### src/rtl/sdet_pkg.sv
// Shared definitions for the programmable serial sequence detector:
// fill-state encoding, legal parameter limits and small elaboration helpers.
package sdet_pkg;

  typedef enum logic [1:0] {
    FILL_EMPTY   = 2'd0,
    FILL_FILLING = 2'd1,
    FILL_ARMED   = 2'd2
  } fill_state_e;

  localparam int PLEN_MIN  = 2;
  localparam int PLEN_MAX  = 16;
  localparam int CNT_W_MIN = 1;
  localparam int CNT_W_MAX = 16;

  // Fill counter must represent 0..plen inclusive.
  function automatic int fill_width(input int plen);
    return $clog2(plen + 1);
  endfunction

  function automatic bit cfg_legal(input int plen, input int cnt_w);
    return (plen >= PLEN_MIN) && (plen <= PLEN_MAX) &&
           (cnt_w >= CNT_W_MIN) && (cnt_w <= CNT_W_MAX);
  endfunction

endpackage

### src/rtl/seq_det_prog_sat_cnt.sv
// Saturating up-counter with synchronous clear; holds at all-ones instead of wrapping.
module sat_cnt #(
  parameter int W = 8
) (
  input  logic         ck,
  input  logic         reset_n,
  input  logic         clr,
  input  logic         inc,
  output logic [W-1:0] q
);

  logic [W-1:0] q_reg;

  always_ff @(posedge ck or negedge reset_n) begin
    if (!reset_n) begin
      q_reg <= '0;
    end else if (clr) begin
      q_reg <= '0;
    end else if (inc && (q_reg != {W{1'b1}})) begin
      q_reg <= q_reg + 1'b1;
    end
  end

  assign q = q_reg;

endmodule

### src/rtl/seq_det_prog.sv
// Programmable serial pattern detector: masked compare of the last PLEN accepted
// bits against pattern, optional overlap, registered pulse and saturating match count.
module seq_det_prog
  import sdet_pkg::*;
#(
  parameter int PLEN  = 4,
  parameter int CNT_W = 8
) (
  input  logic             ck,
  input  logic             reset_n,
  input  logic             i_valid,
  input  logic             i,
  input  logic [PLEN-1:0]  pattern,
  input  logic [PLEN-1:0]  mask,
  input  logic             overlap,
  input  logic             clr,
  output logic             o,
  output logic [CNT_W-1:0] match_cnt
);

  localparam int FW = fill_width(PLEN);

  generate
    if (!cfg_legal(PLEN, CNT_W)) begin : g_bad_cfg
      $error("seq_det_prog: PLEN or CNT_W outside legal range");
    end
  endgenerate

  fill_state_e     state_reg;
  logic [FW-1:0]   fill_reg;
  logic [PLEN-1:0] hist_reg;
  logic [PLEN-1:0] hist_next;
  logic            o_reg;
  logic            accept;
  logic            full_next;
  logic            hit;

  assign accept    = i_valid & ~clr;
  assign hist_next = {hist_reg[PLEN-2:0], i};

  // History is complete after this bit if already armed or one bit short.
  assign full_next = (state_reg == FILL_ARMED) || (fill_reg == FW'(PLEN - 1));
  assign hit       = accept && full_next && (((hist_next ^ pattern) & mask) == '0);

  always_ff @(posedge ck or negedge reset_n) begin
    if (!reset_n) begin
      state_reg <= FILL_EMPTY;
      fill_reg  <= '0;
      hist_reg  <= '0;
      o_reg     <= 1'b0;
    end else if (clr) begin
      state_reg <= FILL_EMPTY;
      fill_reg  <= '0;
      hist_reg  <= '0;
      o_reg     <= 1'b0;
    end else begin
      o_reg <= hit;
      if (i_valid) begin
        hist_reg <= hist_next;
        if (hit && !overlap) begin
          // Non-overlapping mode: the matched bits may not be reused.
          state_reg <= FILL_EMPTY;
          fill_reg  <= '0;
        end else if (full_next) begin
          state_reg <= FILL_ARMED;
          fill_reg  <= FW'(PLEN);
        end else begin
          state_reg <= FILL_FILLING;
          fill_reg  <= fill_reg + 1'b1;
        end
      end
    end
  end

  sat_cnt #(
    .W(CNT_W)
  ) u_sat_cnt (
    .ck      (ck),
    .reset_n (reset_n),
    .clr     (clr),
    .inc     (hit),
    .q       (match_cnt)
  );

  assign o = o_reg;

endmodule

### config.mk
export PLATFORM = sky130hd
export DESIGN_NAME = seq_det_prog
export DESIGN_NICKNAME = d
export VERILOG_FILES = /design/src/rtl/sdet_pkg.sv /design/src/rtl/seq_det_prog_sat_cnt.sv /design/src/rtl/seq_det_prog.sv
export SDC_FILE = /design/constraint.sdc
export NUM_CORES = 1
export LEC_CHECK = 0
export CORE_MARGIN = 2
export CORE_UTILIZATION = 44
export DETAILED_ROUTE_END_ITERATION = 7
export PLACE_DENSITY = 0.84
export SKIP_CTS_REPAIR_TIMING = 1
export SYNTH_ARGS = -nofsm -noshare
export SYNTH_HDL_FRONTEND = slang
export SYNTH_SLANG_ARGS = --single-unit
### constraint.sdc
create_clock -name ck -period 2.5 [get_ports ck]
set_input_delay 0.375 -clock ck [delete_from_list [all_inputs] [get_ports ck]]
set_output_delay 0.375 -clock ck [all_outputs]
set_load 0.01 [all_outputs]
==> flow_metrics.py <==
metrics = {
    "sta": {
        "max_slew_margin": 0.4952,
        "rsz0062_at_grt": "no",
        "hold_viol_final": 0,
        "skew_ps": 0.6725,
        "period_share": 0.7988,
        "max_freq_ghz": 0.5008,
        "finalSetupViolCount": 0,
        "fin_setup_tns_ps": 0,
        "worst_slew_pin_slew_ps": 754.8,
        "slew_violations": 0,
        "fin_crit_ps": 1997,
    },
    "power_and_ir_drop": {
        "p_int_uw": 380.4,
        "ir_drop_mv": 0.2572,
        "power.share.sequential": 0.570,
        "power_frac_clock": 0.280,
        "p_sw_uw": 120.8,
        "powerDensity_nw_per_um2": 409.6,
        "combPwrFrac": 0.150,
        "switching_share": 0.2410,
        "p_leak_uw": 0.0005227,
    },
    "drt": {
        "vias": 805,
        "ant_nets": 0,
        "dr.pass1.iters": 4,
        "drc": 0,
        "finalWirelength_mm": 1.963,
        "routedWlPerCell_um": 13.63,
        "drtIter0Drc": 12,
        "avgViaCountPerCell": 5.590,
    },
    "setup_path": {
        "cp_slowest_cell": "dfrtp_1",
        "crit_chain": "ha_1 > and2_1 > a41o_1 > nor4_1 > mux2_2",
        "worstPathArrival_ps": 2170,
        "crit_required_ps": 2670,
        "critPathKind": "flop to flop",
        "crit_path_end_kind": "flop",
        "cpPeakStageDelay_ps": 430,
        "crit_path_max_fanout": 13,
        "startpoint_type": "flop",
    },
    "synthesis": {
        "yosysUniqueCellTypes": 34,
        "synth-edff-count": 0,
        "yosysTopAreaCell": "dfrtp_1",
        "synthArstFlopShare": 1.000,
        "netlist_area_um2": 957.2,
        "synth_fp_nets": 111,
        "ys.flop_type": "dfrtp_1",
        "yosysSeqAreaShare": 0.4444,
        "synth_area_per_cell_um2": 10.18,
        "synthTopCellsByArea": "dfrtp_1 44%, mux2i_1 4.2%, ha_1 3.9%, xor2_1 3.7%, nor2_1 3.5%",
        "ys_seq_elements": 17,
        "synth_top_area_frac": 0.4444,
        "ys.warnings.count": 0,
        "netlist_instances": 94,
    },
    "layout": {
        "fin_cells": 144,
        "num_antenna_cells": 0,
        "fillers": 173,
        "fin_nets": 135,
        "largest_reg_flops": 8,
        "syn_to_final_growth_pct": 27.84,
        "drive_gt1_frac": 0.1026,
    },
    "place": {
        "io_buffers": 22,
        "dp_hpwl_mm": 1.423,
        "dp.cells": 140,
        "place_congestion": 0.8667,
    },
    "global_routing": {
        "grt_max_degree": 18,
        "grt_pass1_wl_mm": 3.346,
        "grt_antenna_before_repair": 0,
        "grt_use_total": 0.1712,
        "grt-ovfl-total": 0,
        "grt_pass1_vias": 807,
    },
    "die": {
        "die_h_um": 50.64,
        "pin_count": 23,
        "core_area_um2": 2002,
        "start_util": 0.4781,
        "die_width_um": 50.64,
        "rows": 16,
        "die_area_um2": 2564,
    },
    "clocking": {
        "clock_latency_ps": 280,
        "cts-root-buf": "clkbuf_4",
        "clk_pin_slew_ps": 90,
        "h-tree-depth": 1,
        "cts_buffer_depth": 2,
        "cts_made_buffers": 3,
        "tritoncts": "done",
        "clock_sinks": 17,
    },
    "worst_hold_path": {
        "hold_class": "input pin to async pin",
    },
    "job": {
        "maxCapViolCount": 0,
    },
    "status": {
        "outcome": "finished clean",
    },
}
==> per-layer routing <==
layer	up-vias	track usage	routed length, um
met2	26	0.2763	942
li1	393	-	-
met1	383	0.2163	890
met5	-	0	0
met4	0	0.09009	20
met3	3	0.03274	110
==> power by group through the flow <==
stage                     Sequential (uW)  Combinational, uW  Clock, uW
final                                 286               75.4        140
after global routing                  287               83.8        159
after CTS                             286               76.2        149
after detailed placement              291               75.9          0
after global placement                291               73.2          0
after floorplan                       290               41.7          0
==> cell families after synthesis <==
| kind of cell | count (synthesis) | share of synthesized area |
|---|---|---|
| AO/OA/AOI/OAI | 21 | 0.1686 |
| flip-flops | 17 | 0.4444 |
| AND/OR/NAND/NOR | 33 | 0.1961 |
| buffers and inverters | 10 | 0.04968 |
| multiplexers | 6 | 0.06536 |
| XOR/XNOR | 4 | 0.03660 |
| adder cells (fa/ha/maj) | 3 | 0.03922 |
==> layout make-up <==
class	count	area, um2	share of cell area
flip-flops and latches	17	425.4	0.3476
multi-input cells	67	484.2	0.3957
well taps	27	33.78	0.02761
repair buffers	24	235.2	0.1922
inverters	5	18.77	0.01534
clock buffers	4	26.28	0.02147
==> cells in the mapped netlist, types with 2 or more instances <==
| cell | instances |
|---|---|
| clkbuf_1 | 2 |
| o31ai_1 | 3 |
| nor2_1 | 9 |
| nand3_1 | 3 |
| xor2_1 | 4 |
| a21oi_1 | 6 |
| or3_1 | 2 |
| or4_1 | 2 |
| inv_1 | 5 |
| mux2_2 | 2 |
| o41ai_1 | 3 |
| nor2b_1 | 3 |
| dfrtp_1 | 17 |
| buf_2 | 2 |
| mux2i_1 | 4 |
| nand2_1 | 4 |
| ha_1 | 3 |
| o311ai_0 | 2 |
| a22oi_2 | 2 |
| nand2b_1 | 2 |
==> critical path: cells and delay by family (launching register included) <==
kind            cells  cell delay [ps]
compound gates      1              370
fa+ha+maj           1              240
flops               1              430
mux                 1              360
simple gates        2              470
==> placed cells by master, fill, tap and decap left out, types with 3 or more instances in the layout <==
cell,count
nor2_1,9
dfrtp_1,17
o41ai_1,3
mux2i_1,4
nor2b_1,3
a21oi_1,6
nand3_1,3
clkbuf_4,3
ha_1,3
o31ai_1,3
xor2_1,4
nand2_1,4
clkdlybuf4s50_1,22
inv_1,5
==> metrics by stage <==
stage | util | area, um2 | setup slack, ps | hold WS [ps] | total power [uW]
global route | 0.6113 | 1224 | 381.8 | 576.1 | 529.1
global placement | 0.5981 | 1197 | 320.6 | 513.3 | 364.1
detailed placement | 0.5981 | 1197 | 293.4 | 519.1 | 367.1
finish | 0.6113 | 1224 | 503.1 | 531.4 | 501.2
CTS | 0.6113 | 1224 | 516.5 | 541.0 | 511.2
floorplan | - | 957.2 | 710.4 | 79.41 | 331.9
==> worst paths after layout <==
| path | start | endpoint | slack, ps | cells past startpoint |
|---|---|---|---|---|
| max | u_sat_cnt.q[0] | u_sat_cnt.q[5] | 500 | 5 |
| min | reset_n | hist_reg[2] | 530 | 1 |
| max reg2reg | u_sat_cnt.q[0] | u_sat_cnt.q[5] | 500 | 5 |
| min reg2reg | state_reg[0] | state_reg[0] | 530 | 2 |
| max in group asynchronous | reset_n | state_reg[0] | 1500 | 1 |
| min in group ck | state_reg[0] | state_reg[0] | 530 | 2 |
Note: power is estimated with default switching activity, not from simulation.
